--- src/rtl/uart_pkg.sv ---
// Shared types and constants for the UART receive path.
// The optional majority-vote sampler is selected with UART_RX_MAJORITY_EN.
package uart_pkg;

  typedef enum logic [2:0] {
    ST_IDLE   = 3'd0,
    ST_START  = 3'd1,
    ST_DATA   = 3'd2,
    ST_PARITY = 3'd3,
    ST_STOP   = 3'd4,
    ST_STOP2  = 3'd5
  } uart_rx_state_e;

  localparam logic PARITY_EVEN = 1'b0;
  localparam logic PARITY_ODD  = 1'b1;

  localparam int DATA_W_MIN     = 5;
  localparam int DATA_W_MAX     = 9;
  localparam int OVERSAMPLE_MIN = 8;

  function automatic bit data_w_legal(input int w);
    return (w >= DATA_W_MIN) && (w <= DATA_W_MAX);
  endfunction

  function automatic bit oversample_legal(input int os);
    return (os >= OVERSAMPLE_MIN) && ((os % 2) == 0);
  endfunction

endpackage

--- src/rtl/uart_rx_core_if.sv ---
// Receive-word handshake between the UART receiver and its consumer.
// A word transfers on a clk edge where rx_valid && rx_ready; rx_valid, once
// raised, stays high with rx_data and the error flags stable until that edge.
interface uart_rx_core_if #(
  parameter int DATA_W = 8
);
  logic [DATA_W-1:0] rx_data;
  logic              rx_valid;
  logic              rx_ready;
  logic              frame_error;
  logic              parity_error;

  modport master (
    output rx_data,
    output rx_valid,
    output frame_error,
    output parity_error,
    input  rx_ready
  );

  modport slave (
    input  rx_data,
    input  rx_valid,
    input  frame_error,
    input  parity_error,
    output rx_ready
  );
endinterface

--- src/rtl/uart_baud_tick.sv ---
// Oversample tick generator: one-clk tick every div+1 clocks, restartable.
module uart_baud_tick #(
  parameter int DIV_W = 13
) (
  input  logic             clk,
  input  logic             rst_n,
  input  logic             clear,
  input  logic [DIV_W-1:0] div,
  output logic             tick
);

  logic [DIV_W-1:0] cnt_q;

  // Clearing to zero makes the first tick land in the cycle after clear.
  assign tick = (cnt_q == '0);

  always_ff @(posedge clk or negedge rst_n) begin
    if (!rst_n) begin
      cnt_q <= '0;
    end else if (clear) begin
      cnt_q <= '0;
    end else if (tick) begin
      cnt_q <= div;
    end else begin
      cnt_q <= cnt_q - DIV_W'(1);
    end
  end

endmodule

--- src/rtl/uart_rx_core.sv ---
// UART receive engine: start detection, oversampled bit sampling, parity and
// stop checks, and a held output word. UART_RX_MAJORITY_EN enables 2-of-3 voting.
module uart_rx_core
  import uart_pkg::*;
#(
  parameter int DATA_W     = 8,
  parameter int OVERSAMPLE = 16,
  parameter int DIV_W      = 13
) (
  input  logic             clk,
  input  logic             rst_n,
  input  logic             rx,
  input  logic [DIV_W-1:0] baud_div,
  input  logic             parity_en,
  input  logic             parity_odd,
  input  logic             stop_bits2,
  output logic             overrun_error,
  output logic             busy,
  output uart_rx_state_e   state_dbg,
  uart_rx_core_if.master   rx_if
);

  localparam int CNT_W = $clog2(OVERSAMPLE);
  localparam int IDX_W = $clog2(DATA_W);
  localparam logic [CNT_W-1:0] CNT_LAST = CNT_W'(OVERSAMPLE - 1);
  localparam logic [IDX_W-1:0] IDX_LAST = IDX_W'(DATA_W - 1);
`ifdef UART_RX_MAJORITY_EN
  localparam logic [CNT_W-1:0] CNT_EARLY  = CNT_W'(OVERSAMPLE / 2 - 1);
  localparam logic [CNT_W-1:0] CNT_MID    = CNT_W'(OVERSAMPLE / 2);
  localparam logic [CNT_W-1:0] CNT_DECIDE = CNT_W'(OVERSAMPLE / 2 + 1);
`else
  localparam logic [CNT_W-1:0] CNT_DECIDE = CNT_W'(OVERSAMPLE / 2);
`endif

  if (!data_w_legal(DATA_W) || !oversample_legal(OVERSAMPLE)) begin : g_bad_cfg
    $error("uart_rx_core: DATA_W or OVERSAMPLE out of range");
  end

  uart_rx_state_e    state_q, state_d;
  logic              rx_s1, rx_s2, rx_prev;
  logic              fall, tick, samp, bit_v;
  logic              start_frame, done, fe_final;
  logic [DIV_W-1:0]  div_q;
  logic              par_en_q, par_odd_q, stop2_q;
  logic [CNT_W-1:0]  bit_cnt_q;
  logic [IDX_W-1:0]  bit_idx_q;
  logic [DATA_W-1:0] shreg_q;
  logic              frame_err_q, par_err_q;

  always_ff @(posedge clk or negedge rst_n) begin
    if (!rst_n) begin
      rx_s1   <= 1'b1;
      rx_s2   <= 1'b1;
      rx_prev <= 1'b1;
    end else begin
      rx_s1   <= rx;
      rx_s2   <= rx_s1;
      rx_prev <= rx_s2;
    end
  end

  // Edge-only start detection also keeps a held break from re-triggering.
  assign fall = rx_prev & ~rx_s2;

  uart_baud_tick #(.DIV_W(DIV_W)) u_tick (
    .clk   (clk),
    .rst_n (rst_n),
    .clear (start_frame),
    .div   (div_q),
    .tick  (tick)
  );

  assign samp = tick && (bit_cnt_q == CNT_DECIDE) && (state_q != ST_IDLE);

`ifdef UART_RX_MAJORITY_EN
  logic [1:0] early_q;

  always_ff @(posedge clk or negedge rst_n) begin
    if (!rst_n) begin
      early_q <= 2'b11;
    end else if (tick && (bit_cnt_q == CNT_EARLY)) begin
      early_q[0] <= rx_s2;
    end else if (tick && (bit_cnt_q == CNT_MID)) begin
      early_q[1] <= rx_s2;
    end
  end

  assign bit_v = (early_q[0] & early_q[1]) | (early_q[0] & rx_s2) | (early_q[1] & rx_s2);
`else
  assign bit_v = rx_s2;
`endif

  always_ff @(posedge clk or negedge rst_n) begin
    if (!rst_n) begin
      state_q <= ST_IDLE;
    end else begin
      state_q <= state_d;
    end
  end

  always_comb begin
    state_d     = state_q;
    start_frame = 1'b0;
    done        = 1'b0;
    fe_final    = frame_err_q | ~bit_v;
    unique case (state_q)
      ST_IDLE: begin
        if (fall) begin
          start_frame = 1'b1;
          state_d     = ST_START;
        end
      end
      ST_START: begin
        if (samp) state_d = bit_v ? ST_IDLE : ST_DATA;
      end
      ST_DATA: begin
        if (samp && (bit_idx_q == IDX_LAST)) state_d = par_en_q ? ST_PARITY : ST_STOP;
      end
      ST_PARITY: begin
        if (samp) state_d = ST_STOP;
      end
      ST_STOP: begin
        if (samp) begin
          if (stop2_q) begin
            state_d = ST_STOP2;
          end else begin
            state_d = ST_IDLE;
            done    = 1'b1;
          end
        end
      end
      ST_STOP2: begin
        if (samp) begin
          state_d = ST_IDLE;
          done    = 1'b1;
        end
      end
      default: state_d = ST_IDLE;
    endcase
  end

  always_ff @(posedge clk or negedge rst_n) begin
    if (!rst_n) begin
      div_q       <= '0;
      par_en_q    <= 1'b0;
      par_odd_q   <= PARITY_EVEN;
      stop2_q     <= 1'b0;
      bit_cnt_q   <= '0;
      bit_idx_q   <= '0;
      shreg_q     <= '0;
      frame_err_q <= 1'b0;
      par_err_q   <= 1'b0;
    end else begin
      if (start_frame) begin
        div_q       <= baud_div;
        par_en_q    <= parity_en;
        par_odd_q   <= parity_odd ? PARITY_ODD : PARITY_EVEN;
        stop2_q     <= stop_bits2;
        bit_cnt_q   <= '0;
        bit_idx_q   <= '0;
        frame_err_q <= 1'b0;
        par_err_q   <= 1'b0;
      end else if (tick) begin
        bit_cnt_q <= (bit_cnt_q == CNT_LAST) ? '0 : bit_cnt_q + CNT_W'(1);
      end
      if (samp) begin
        case (state_q)
          ST_DATA: begin
            shreg_q   <= {bit_v, shreg_q[DATA_W-1:1]};
            bit_idx_q <= bit_idx_q + IDX_W'(1);
          end
          ST_PARITY:         par_err_q   <= ((^shreg_q) ^ bit_v) != par_odd_q;
          ST_STOP, ST_STOP2: frame_err_q <= fe_final;
          default: ;
        endcase
      end
    end
  end

  // A completed word is dropped, not queued, while the held one is unread.
  always_ff @(posedge clk or negedge rst_n) begin
    if (!rst_n) begin
      rx_if.rx_data      <= '0;
      rx_if.rx_valid     <= 1'b0;
      rx_if.frame_error  <= 1'b0;
      rx_if.parity_error <= 1'b0;
      overrun_error      <= 1'b0;
    end else begin
      overrun_error <= 1'b0;
      if (done) begin
        if (!rx_if.rx_valid || rx_if.rx_ready) begin
          rx_if.rx_data      <= shreg_q;
          rx_if.frame_error  <= fe_final;
          rx_if.parity_error <= par_err_q;
          rx_if.rx_valid     <= 1'b1;
        end else begin
          overrun_error <= 1'b1;
        end
      end else if (rx_if.rx_valid && rx_if.rx_ready) begin
        rx_if.rx_valid <= 1'b0;
      end
    end
  end

  assign busy      = (state_q != ST_IDLE);
  assign state_dbg = state_q;

endmodule

--- src/flat_wrapper.sv ---
// flat-port wrapper written by rule: the top's interface ports become plain ports
module uart_rx_core_flat import uart_pkg::*;
#(
  parameter int DATA_W     = 8,
  parameter int OVERSAMPLE = 16,
  parameter int DIV_W      = 13
)
  (clk, rst_n, rx, baud_div, parity_en, parity_odd, stop_bits2, overrun_error, busy, state_dbg, rx_if_rx_data, rx_if_rx_valid, rx_if_frame_error, rx_if_parity_error, rx_if_rx_ready);
  uart_rx_core_if #(.DATA_W(DATA_W)) rx_if_i ();
  input  logic clk;
  input  logic rst_n;
  input  logic rx;
  input  logic [DIV_W-1:0] baud_div;
  input  logic parity_en;
  input  logic parity_odd;
  input  logic stop_bits2;
  output logic overrun_error;
  output logic busy;
  output uart_rx_state_e state_dbg;
  output wire logic [$bits(rx_if_i.rx_data)-1:0] rx_if_rx_data;
  output wire logic [$bits(rx_if_i.rx_valid)-1:0] rx_if_rx_valid;
  output wire logic [$bits(rx_if_i.frame_error)-1:0] rx_if_frame_error;
  output wire logic [$bits(rx_if_i.parity_error)-1:0] rx_if_parity_error;
  input wire logic [$bits(rx_if_i.rx_ready)-1:0] rx_if_rx_ready;
  assign rx_if_rx_data = rx_if_i.rx_data;
  assign rx_if_rx_valid = rx_if_i.rx_valid;
  assign rx_if_frame_error = rx_if_i.frame_error;
  assign rx_if_parity_error = rx_if_i.parity_error;
  assign rx_if_i.rx_ready = rx_if_rx_ready;
  uart_rx_core #(.DATA_W(DATA_W), .OVERSAMPLE(OVERSAMPLE), .DIV_W(DIV_W)) u_core (.clk(clk), .rst_n(rst_n), .rx(rx), .baud_div(baud_div), .parity_en(parity_en), .parity_odd(parity_odd), .stop_bits2(stop_bits2), .overrun_error(overrun_error), .busy(busy), .state_dbg(state_dbg), .rx_if(rx_if_i));
endmodule
--- config.mk ---
export PLATFORM = sky130hd
export DESIGN_NAME = uart_rx_core_flat
export DESIGN_NICKNAME = d
export VERILOG_FILES = /design/src/rtl/uart_pkg.sv /design/src/rtl/uart_rx_core_if.sv /design/src/rtl/uart_baud_tick.sv /design/src/rtl/uart_rx_core.sv /design/src/flat_wrapper.sv
export SDC_FILE = /design/constraint.sdc
export NUM_CORES = 1
export LEC_CHECK = 0
export CAP_MARGIN = 20
export CORE_MARGIN = 2
export CORE_UTILIZATION = 60
export DETAILED_ROUTE_END_ITERATION = 10
export DONT_BUFFER_PORTS = 1
export PLACE_DENSITY = 0.79
export SKIP_CTS_REPAIR_TIMING = 1
export SLEW_MARGIN = 20
export SYNTH_ARGS = -nofsm -noshare
export SYNTH_HDL_FRONTEND = slang
export SYNTH_HIERARCHICAL = 1
export SYNTH_SLANG_ARGS = --single-unit
export TNS_END_PERCENT = 30
--- constraint.sdc ---
create_clock -name clk -period 4.4 [get_ports clk]
set_input_delay 0 -clock clk [delete_from_list [all_inputs] [get_ports clk]]
set_output_delay 0 -clock clk [all_outputs]
set_load 0.02 [all_outputs]
==> run metrics <==
ys flop type=dfrtp_1; hold path cells=1; leakage power total=1.602 nW; Max Cap Violations=0; First-pass DRT Iterations=4; min-delay src=rx; Site Rows=25; Hold Path Sink=u_core/rx_s1; r2r endpoint=u_core/rx_if.rx_data[6]; largest net degree at the start of global routing=65; clk_skew=0.009971 ns; maximum buffer depth of the clock tree=2; fraction of layout instances using a drive strength above 1=~15%; Clk Latency, worst-skew pair=0.34 ns; routability congestion estimate=0.8368; outcome=finished, final reports clean; Final Non-Filler Cells=around 370; first-pass GRT wire length=roughly 8900 um; Logic pwr share=25.4%; fin nets=approximately 330; Overall Global Routing Usage=a little over a fifth; setup TNS=0 ns; Data required, critical path=~4.6 ns; synthesis-to-layout area growth=15.20%; number of I/O port buffers=0; Ports=36; starting DRC count in detailed routing=119; synth unique cells=a little over 40; Hold Fails Final Rpt=0; number of global-route vias before repair=~1900; final worst path period share=between 60% and 70%; Power Density=538.8 nW/um^2; clk sinks=64; max-slew violations=0; syn_nets=just over 300; clk root buf=clkbuf_8; clock group share of total power=26.9%; core footprint=roughly 4800 um^2; Worst Path Max Fanout=25; Pint=about 1.2 mW; number of flops mapped to enable cells by yosys=0; Reg clk slew, reported paths=approximately 0.07 ns; Worst slew margin=56.76%; post-synthesis sequential area ratio=between 50% and 60%; fill cell count=between 300 and 400; RSZ-0062 raised after global routing=no; post-synthesis register bit count=64; startpoint types=flop; CP max-delay cell=nor3_1; Max Freq=around 340 MHz; Placed Instance Area=approximately 3000 um^2; Worst R2R Start=u_core/u_tick/cnt_q[8]; # diodes=0; signal arrival time at the worst endpoint=around 3.1 ns; DIE AREA=5545 um^2; H-tree depth=3; Vias=2037; TritonCTS clock tree=done; average wire per standard cell=around 16 um; initial antenna violation count=0; CP bufs+invs=2; CP max stage delay=about 0.52 ns; Synth Instances=277; DRC=0; FF-to-FF setup slack=roughly 1.5 ns; Hold WC Path Type=in2reg; Tmin final=between 2 and 3 ns; asr flop ratio synth=100.0%; cts bufs inserted=9; Critical Path, Cell by Cell=nor3_1 > nand4_2 > buf_4 > inv_1 > and4b_4 > nand4b_4 > nor2b_2 > mux2_2; Crit. End Element=flop; Synth Area per Inst=10.75 um^2; Setup-failing EPs final=0; Sw Ratio=34.32%; Final HPWL DP=3393 um; Flop pwr share=between 40% and 50%; Post-Place Cells=roughly 340; worst vdd ir=between 0.0003 and 0.0004 V; starting density of the core=about 63%; Crit path max-delay family=simple AND/OR/NAND/NOR gates; Routed Antenna Nets=0; Final Core Density=~72%; fin area=3432 um^2; Die Wd=between 70 and 80 um; Yosys warning count=6; Setup CP Type=reg2reg; worst-margin pin slew=0.6477 ns; Sw Pwr=about 630 uW; mapped cell area=2979 um^2; Reg2Reg Depth=8; GR Overflow Total=0; Vias/cell=between 5 and 6; Die Y-Extent=74.47 um; final WL=about 5800 um
through the flow:
stage	total power [mW]	hold WS, ns	setup WS, ns
6_report	1.849	0.2140	1.481
5_1_grt	1.977	0.1919	1.236
4_1_cts	1.820	-0.6640	1.489
3_5_place_dp	1.312	-0.2936	1.507
3_3_place_gp	1.297	-0.2933	1.601
2_1_floorplan	1.223	-0.2956	1.837
worst max-delay path by stage:
stage                                 startpoint                        to  slack, ns  cells past startpoint
after CTS                 u_core/u_tick/cnt_q[0]  u_core/rx_if.frame_error       1.49                     10
after global routing      u_core/u_tick/cnt_q[0]   u_core/rx_if.rx_data[6]       1.24                     10
after detailed placement  u_core/u_tick/cnt_q[8]   u_core/rx_if.rx_data[3]       1.51                      8
final                     u_core/u_tick/cnt_q[8]   u_core/rx_if.rx_data[6]       1.48                      8
after global placement    u_core/u_tick/cnt_q[0]   u_core/rx_if.rx_data[5]       1.60                     10
after floorplan           u_core/u_tick/cnt_q[2]  u_core/rx_if.frame_error       1.84                      9
layout make-up:
cell class                 instances  area, um^2  share of cell area (%)
clock buffer                      11       141.4                   4.120
clock inverter                     5       56.30                   1.641
inverter                          10       37.54                   1.094
multi-input combinational        193        1275                   37.15
sequential                        64        1605                   46.77
tap                               67       83.83                   2.443
timing repair buffer              22       232.7                   6.781
power by group through the flow:
stage | registers, mW | logic, mW | clock network, mW
floorplan | 0.847 | 0.376 | 0
global placement | 0.880 | 0.416 | 0
detailed placement | 0.887 | 0.425 | 0
CTS | 0.880 | 0.432 | 0.508
global route | 0.904 | 0.533 | 0.541
finish | 0.883 | 0.469 | 0.497
metal layers:
layer | part of all wire, % | vias up | track usage, %
met5 | 0 | - | 0
met4 | 0.96 | 0 | 6.349
met3 | 4.8 | 4 | 9.892
met2 | 51 | 47 | 31.76
met1 | 43 | 998 | 29.43
li1 | - | 988 | -
layout by cell type, fill, tap and decap left out, types with 2 or more instances in the layout:
cell           count
dfrtp_1           61
nand2_1           55
nor2_1            23
dlygate4sd3_1     19
mux2_2            18
a211oi_1          11
clkbuf_8          10
nand3_1           10
inv_1              9
xnor2_1            9
xor2_1             8
o21ai_0            7
a21oi_1            7
nand2b_1           6
ha_1               6
o31ai_1            3
nor3_1             3
dfstp_2            3
clkinv_2           2
nand4b_1           2
o2bb2ai_1          2
mux2i_1            2
or4_1              2
buf_4              2
nor3b_1            2
nand4_1            2
synth_stat cells (2+ instances only):
master | count | area (um^2)
a211oi_1 | 11 | 82.58
a21oi_1 | 7 | 35.03
buf_2 | 7 | 35.03
buf_6 | 2 | 22.52
dfrtp_1 | 61 | 1526
dfstp_2 | 3 | 78.83
ha_1 | 6 | 75.07
inv_1 | 9 | 33.78
mux2_2 | 18 | 202.7
mux2i_1 | 2 | 20.02
nand2_1 | 55 | 206.5
nand2b_1 | 6 | 37.54
nand3_1 | 10 | 50.05
nand4_1 | 2 | 12.51
nand4b_1 | 2 | 17.52
nor2_1 | 23 | 86.33
nor3_1 | 3 | 15.01
nor3b_1 | 2 | 15.01
o21ai_0 | 7 | 35.03
o2bb2ai_1 | 2 | 17.52
o31ai_1 | 3 | 22.52
or4_1 | 2 | 15.01
xnor2_1 | 9 | 78.83
xor2_1 | 8 | 70.07
registers in the layout (all words and copies together), names as in the netlist:
register                   cells
u_core/div_q                  13
u_core/u_tick/cnt_q           13
u_core/rx_if.rx_data           8
u_core/shreg_q                 8
u_core/bit_cnt_q               4
u_core/bit_idx_q               3
u_core/state_dbg               3
u_core/bit_v                   1
u_core/frame_err_q             1
u_core/overrun_error           1
u_core/par_en_q                1
u_core/par_err_q               1
u_core/par_odd_q               1
u_core/rx_if.frame_error       1
u_core/rx_if.parity_error      1
u_core/rx_if.rx_valid          1
u_core/rx_prev                 1
u_core/rx_s1                   1
u_core/stop2_q                 1
cells by family after synthesis:
family | after synthesis | share of synthesized area (%)
buffers and inverters | 20 | 3.317
AOI/OAI and AO/OA | 32 | 7.056
and+or+nand+nor | 117 | 19.99
xor gates and xnor gates | 18 | 5.754
DFF | 64 | 53.88
muxes | 20 | 7.476
adders and majority gates | 6 | 2.520
Power figures use the tool's default switching activity.
